==> src/rtl/fifo_axis_pkg.sv <==
// Shared definitions for the single- and dual-clock AXI-Stream FIFOs.
// A stored beat is packed MSB to LSB as {TLAST, TUSER, TKEEP, TDATA}.
package fifo_axis_pkg;

  function automatic int unsigned beat_width(int unsigned data_width, int unsigned user_width);
    return data_width + data_width / 8 + user_width + 1;
  endfunction

  function automatic int unsigned keep_lsb(int unsigned data_width);
    return data_width;
  endfunction

  function automatic int unsigned user_lsb(int unsigned data_width);
    return data_width + data_width / 8;
  endfunction

  function automatic int unsigned last_bit(int unsigned data_width, int unsigned user_width);
    return data_width + data_width / 8 + user_width;
  endfunction

endpackage

==> src/rtl/fifo_sync_ram.sv <==
// Simple dual-port memory: synchronous write port, asynchronous read port.
module fifo_sync_ram #(
  parameter int unsigned Width = 20,
  parameter int unsigned Depth = 16
) (
  input  logic                     clk_i,
  input  logic                     we_i,
  input  logic [$clog2(Depth)-1:0] waddr_i,
  input  logic [Width-1:0]         wdata_i,
  input  logic [$clog2(Depth)-1:0] raddr_i,
  output logic [Width-1:0]         rdata_o
);

  logic [Width-1:0] mem_q [Depth];

  always_ff @(posedge clk_i) begin
    if (we_i) begin
      mem_q[waddr_i] <= wdata_i;
    end
  end

  assign rdata_o = mem_q[raddr_i];

endmodule

==> src/rtl/fifo_in_sync_tuser_pkt.sv <==
// Single-clock AXI-Stream FIFO (FWFT) with occupancy counters and an optional
// store-and-forward mode that holds output until a whole packet is stored.
module fifo_in_sync_tuser_pkt
  import fifo_axis_pkg::*;
#(
  parameter int unsigned DATA_WIDTH  = 16,
  parameter int unsigned USER_WIDTH  = 1,
  parameter int unsigned DEPTH       = 16,
  parameter int unsigned PACKET_MODE = 0
) (
  input  logic                    S_AXIS_CLK,
  input  logic                    S_AXIS_RESET,
  input  logic [DATA_WIDTH-1:0]   S_AXIS_TDATA,
  input  logic [DATA_WIDTH/8-1:0] S_AXIS_TKEEP,
  input  logic [USER_WIDTH-1:0]   S_AXIS_TUSER,
  input  logic                    S_AXIS_TLAST,
  input  logic                    S_AXIS_TVALID,
  output logic                    S_AXIS_TREADY,
  output logic [DATA_WIDTH-1:0]   M_AXIS_TDATA,
  output logic [DATA_WIDTH/8-1:0] M_AXIS_TKEEP,
  output logic [USER_WIDTH-1:0]   M_AXIS_TUSER,
  output logic                    M_AXIS_TLAST,
  output logic                    M_AXIS_TVALID,
  input  logic                    M_AXIS_TREADY,
  output logic [$clog2(DEPTH):0]  DATA_COUNT,
  output logic [$clog2(DEPTH):0]  PKT_COUNT
);

  localparam int unsigned AW      = $clog2(DEPTH);
  localparam int unsigned CW      = AW + 1;
  localparam int unsigned KW      = DATA_WIDTH / 8;
  localparam int unsigned BW      = beat_width(DATA_WIDTH, USER_WIDTH);
  localparam int unsigned KeepLsb = keep_lsb(DATA_WIDTH);
  localparam int unsigned UserLsb = user_lsb(DATA_WIDTH);
  localparam int unsigned LastBit = last_bit(DATA_WIDTH, USER_WIDTH);
  localparam logic [CW-1:0] FullCount = CW'(DEPTH);

  logic [CW-1:0] wr_ptr_q, wr_ptr_d, rd_ptr_q, rd_ptr_d;
  logic [CW-1:0] data_count_q, data_count_d, pkt_count_q, pkt_count_d;
  logic [BW-1:0] wr_beat, rd_beat;
  logic          full, wr_en, rd_en, m_valid, wr_last, rd_last;

  // Ready depends on the registered count only; a same-cycle read does not free a slot.
  assign full          = (data_count_q == FullCount);
  assign S_AXIS_TREADY = ~full & ~S_AXIS_RESET;
  assign wr_en         = S_AXIS_TVALID & S_AXIS_TREADY;
  assign wr_beat       = {S_AXIS_TLAST, S_AXIS_TUSER, S_AXIS_TKEEP, S_AXIS_TDATA};

  // The full escape lets a packet longer than the FIFO drain instead of deadlocking.
  if (PACKET_MODE != 0) begin : g_store_fwd
    assign m_valid = (data_count_q != '0) & ((pkt_count_q != '0) | full);
  end else begin : g_cut_through
    assign m_valid = (data_count_q != '0);
  end

  assign rd_en   = m_valid & M_AXIS_TREADY;
  assign wr_last = wr_en & S_AXIS_TLAST;
  assign rd_last = rd_en & rd_beat[LastBit];

  fifo_sync_ram #(
    .Width (BW),
    .Depth (DEPTH)
  ) u_ram (
    .clk_i   (S_AXIS_CLK),
    .we_i    (wr_en),
    .waddr_i (wr_ptr_q[AW-1:0]),
    .wdata_i (wr_beat),
    .raddr_i (rd_ptr_q[AW-1:0]),
    .rdata_o (rd_beat)
  );

  always_comb begin
    M_AXIS_TVALID = m_valid;
    M_AXIS_TDATA  = '0;
    M_AXIS_TKEEP  = '0;
    M_AXIS_TUSER  = '0;
    M_AXIS_TLAST  = 1'b0;
    if (m_valid) begin
      M_AXIS_TDATA = rd_beat[DATA_WIDTH-1:0];
      M_AXIS_TKEEP = rd_beat[KeepLsb +: KW];
      M_AXIS_TUSER = rd_beat[UserLsb +: USER_WIDTH];
      M_AXIS_TLAST = rd_beat[LastBit];
    end
  end

  always_comb begin
    wr_ptr_d     = wr_ptr_q + CW'(wr_en);
    rd_ptr_d     = rd_ptr_q + CW'(rd_en);
    data_count_d = data_count_q;
    pkt_count_d  = pkt_count_q;
    case ({wr_en, rd_en})
      2'b10:   data_count_d = data_count_q + CW'(1);
      2'b01:   data_count_d = data_count_q - CW'(1);
      default: data_count_d = data_count_q;
    endcase
    case ({wr_last, rd_last})
      2'b10:   pkt_count_d = pkt_count_q + CW'(1);
      2'b01:   pkt_count_d = pkt_count_q - CW'(1);
      default: pkt_count_d = pkt_count_q;
    endcase
  end

  always_ff @(posedge S_AXIS_CLK) begin
    if (S_AXIS_RESET) begin
      wr_ptr_q     <= '0;
      rd_ptr_q     <= '0;
      data_count_q <= '0;
      pkt_count_q  <= '0;
    end else begin
      wr_ptr_q     <= wr_ptr_d;
      rd_ptr_q     <= rd_ptr_d;
      data_count_q <= data_count_d;
      pkt_count_q  <= pkt_count_d;
    end
  end

  assign DATA_COUNT = data_count_q;
  assign PKT_COUNT  = pkt_count_q;

endmodule

==> config.mk <==
export PLATFORM = sky130hd
export DESIGN_NAME = fifo_in_sync_tuser_pkt
export DESIGN_NICKNAME = d
export VERILOG_FILES = /design/src/rtl/fifo_axis_pkg.sv /design/src/rtl/fifo_sync_ram.sv /design/src/rtl/fifo_in_sync_tuser_pkt.sv
export SDC_FILE = /design/constraint.sdc
export NUM_CORES = 1
export LEC_CHECK = 0
export BUFFER_PORTS_ARGS = -buffer_cell sky130_fd_sc_hd__buf_2
export CAP_MARGIN = 25
export CORE_ASPECT_RATIO = 0.75
export CORE_MARGIN = 2
export CORE_UTILIZATION = 60
export DETAILED_ROUTE_END_ITERATION = 10
export HOLD_SLACK_MARGIN = 0.05
export PLACE_DENSITY = 0.78
export SLEW_MARGIN = 20
export SYNTH_ARGS = -nofsm -noshare
export SYNTH_HDL_FRONTEND = slang
export SYNTH_SLANG_ARGS = --single-unit
==> constraint.sdc <==
create_clock -name S_AXIS_CLK -period 7.2 [get_ports S_AXIS_CLK]
set_input_delay 0.72 -clock S_AXIS_CLK [delete_from_list [all_inputs] [get_ports S_AXIS_CLK]]
set_output_delay 0.72 -clock S_AXIS_CLK [all_outputs]
set_load 0.005 [all_outputs]
==> flow_summary_export.csv <==
group,metric,value,unit
outcome,status,"finished clean",
sta,period_minus_slack,4020,ps
placed_design,dp.cells,975,
critical_path,endpoint_kind,"primary output",
clocking,cts.sinks,338,
grt,grt_pass1_vias,6685,
die,rows,47,
critical_path,max_stage_delay,700,ps
yosys,yosysMostFrequentCell,"edfxtp_1",
die,ios,56,
critical_path,critPathBufInv,2,
sta,worst_slew_pin_slew,996,ps
drt,drt_iter0_drc,584,
yosys,avgSynthCellArea,20.7,sq um
yosys,synth.area.top_cells,"edfxtp_1 71%, mux4_2 8.2%, mux4_1 5.7%",
die,die_w,177,um
clocking,cts_root_buffer,"clkbuf_16",
die,core_area,22100,sq um
critical_path,critical_path_arrival,3300,ps
final_layout,syn2layout_area_growth,12.9,%
yosys,synth_async_sr_flop_share,0,
yosys,synth_top_area_frac,0.715,
placed_design,gp_congestion,0.823,
placed_design,port_buffers,55,
sta,setup_tns,0,ps
drt,drc_errors,0,
sta,slew_violations,0,
hold_path,hp-class,"in2reg",
critical_path,path_cells,"buf_4 -> mux4_1 -> mux2_2 -> o21ai_1 -> a21oi_1 -> buf_2",
power,powerDensity,313,nW/um^2
drt,wl_per_cell,26.7,um
drt,wirelength,27600,um
yosys,ys.flop_type,"edfxtp_1",
sta,max_freq,0.249,GHz
drt,ant_nets,0,
grt,antenna_found_initial,0,
clocking,cts_hold_buf,0,
die,die_h,134,um
placed_design,detailed_place_hpwl,14800,um
drt,vias_per_cell,6.37,
yosys,syn_area,13400,sq um
die,dieArea,23600,sq um
power,vdd_ir_drop_max,0.187,mV
yosys,yosysWarnings,0,
critical_path,crit_path_top_delay_cell,"buf_4",
clocking,cts.repair.resized,0,
critical_path,start_kind,"register",
clocking,clk_pin_slew_worst_paths,70,ps
yosys,synth-seq-cells,338,
yosys,synth_edf_count,320,
yosys,synth_top_area_cell,"edfxtp_1",
clocking,postCtsSetupRepairBufs,0,
clocking,tritoncts,"yes",
critical_path,crit_type,"reg2out",
critical_path,critPathTopFamily,"multiplexers",
critical_path,path_max_fanout,50,
final_layout,layout-drive-gt1-share,0.288,
final_layout,final_nets,751,
clocking,clockBufferDepth,3,
clocking,clock_latency,560,ps
grt,grt_use_total,0.241,
drt,via_count,6589,
yosys,netlist_instances,651,
final_layout,diodes,0,
sta,skew,12.9,ps
drt,drt_pass1_iterations,5,
placed_design,dpl_cell_area,14100,sq um
job,cap_violations,0,
sta,finalCritPeriodShare,0.558,
grt,overflow,0,
sta,rsz0062_at_grt,"no",
critical_path,cp.required,6480,ps
sta,hold_viol,0,
die,start_util,0.610,
final_layout,final_cell_area,15200,sq um
yosys,synth_nets,687,
clocking,cts_made_buffers,31,
yosys,synthTopCellsByCount,"320 x edfxtp_1, 49 x mux4_2, 29 x mux4_1, 28 x a21oi_1, 27 x nor2_1",
yosys,yosysSeqAreaShare,0.741,
grt,grt_max_degree,51,
yosys,yosysUniqueCellTypes,41,
sta,slew_headroom,0.335,
power,p_leak,4.88,nW
final_layout,final-instance-count-excl-fill,1034,
sta,setup_violations,0,
grt,grt_pass1_wl,41300,um
clocking,htree_levels,1,
per-layer routing:
| layer | global-route usage | vias up | wire length, um |
|---|---|---|---|
| li1 | - | 2822 | - |
| met1 | 0.343 | 3498 | 11600 |
| met2 | 0.404 | 223 | 13900 |
| met3 | 0.0371 | 46 | 1580 |
| met4 | 0.0542 | 0 | 553 |
| met5 | 0 | - | 0 |
final timing paths:
path,start,slack [ps],to,cells past startpoint
worst min register to register,DATA_COUNT[4],560,DATA_COUNT[4],2
worst max register to register,rd_ptr_q[1],3320,PKT_COUNT[4],11
worst max-delay path,rd_ptr_q[1],3180,M_AXIS_TDATA[7],6
worst min-delay path,S_AXIS_TDATA[11],530,u_ram.mem_q[2][11],1
flip-flops by register name (all words and copies together), names as in the netlist:
register and count:
wr_ptr_q 4, rd_ptr_q 4, u_ram.mem_q 320, DATA_COUNT 5, PKT_COUNT 5
area by class of cell:
class | instances | area (sq um)
inverters | 3 | 11.3
fillers | 1346 | 6870
repair buffers | 67 | 385
clock buffers | 33 | 783
clock inverters | 25 | 305
flip-flops and latches | 338 | 9980
multi-input cells | 274 | 3350
well taps | 294 | 368
report_power, final:
| group | switching (W) | leakage, nW | internal [W] |
|---|---|---|---|
| Combinational | 0.000422 | 1.32 | 0.000341 |
| Sequential | 0.0000671 | 3.03 | 0.00219 |
| Clock | 0.000699 | 0.531 | 0.00104 |
through the flow:
step                      hold WS, ps  utilization  setup WS (ps)  total power (W)
final                             532        0.689           3180          0.00476
after global placement            481        0.638           3450          0.00303
after CTS                         519        0.687           3050          0.00478
after floorplan                   488            -           4100          0.00276
after detailed placement          530        0.638           3350          0.00306
after global routing              536        0.689           2980          0.00491
worst reg2reg max path: stages (launching register included):
cell	delay, ps
dfxtp_4	690
buf_4	710
o22ai_1	210
o32ai_1	320
and2_1	220
ha_1	310
xor2_1	180
ha_1	220
nor2b_1	200
a31oi_1	110
o32ai_1	260
mux2_2	360
cell usage in the layout (no fill, tap or decap), types with 3 or more instances in the layout:
cell,n
buf_2,55
nor2b_1,9
clkinv_2,9
mux4_2,49
clkbuf_16,31
clkinv_1,5
nor3_2,4
nand2_1,6
nor2_2,4
and2_1,3
nor2_4,8
inv_1,3
o21ai_0,3
xnor2_1,4
nor2_1,15
buf_4,11
mux4_1,29
nand3_1,6
dfxtp_1,14
xor2_1,5
nand2b_1,3
edfxtp_1,320
clkinvlp_4,3
ha_1,11
o21ai_1,18
mux2i_1,21
mux2_2,24
bufinv_16,7
a21oi_1,28
logic make-up (layout without fill, tap and decap cells):
family	Yosys count	after routing	share of synthesized area
XOR/XNOR	9	9	0.00586
AND/OR/NAND/NOR	68	68	0.0251
multiplexers	123	123	0.174
buffers and inverters	39	128	0.0161
adder cells (fa/ha/maj)	12	12	0.0117
AO/OA/AOI/OAI	62	62	0.0254
flip-flops	338	338	0.741
(Power assumes the default switching activity.)
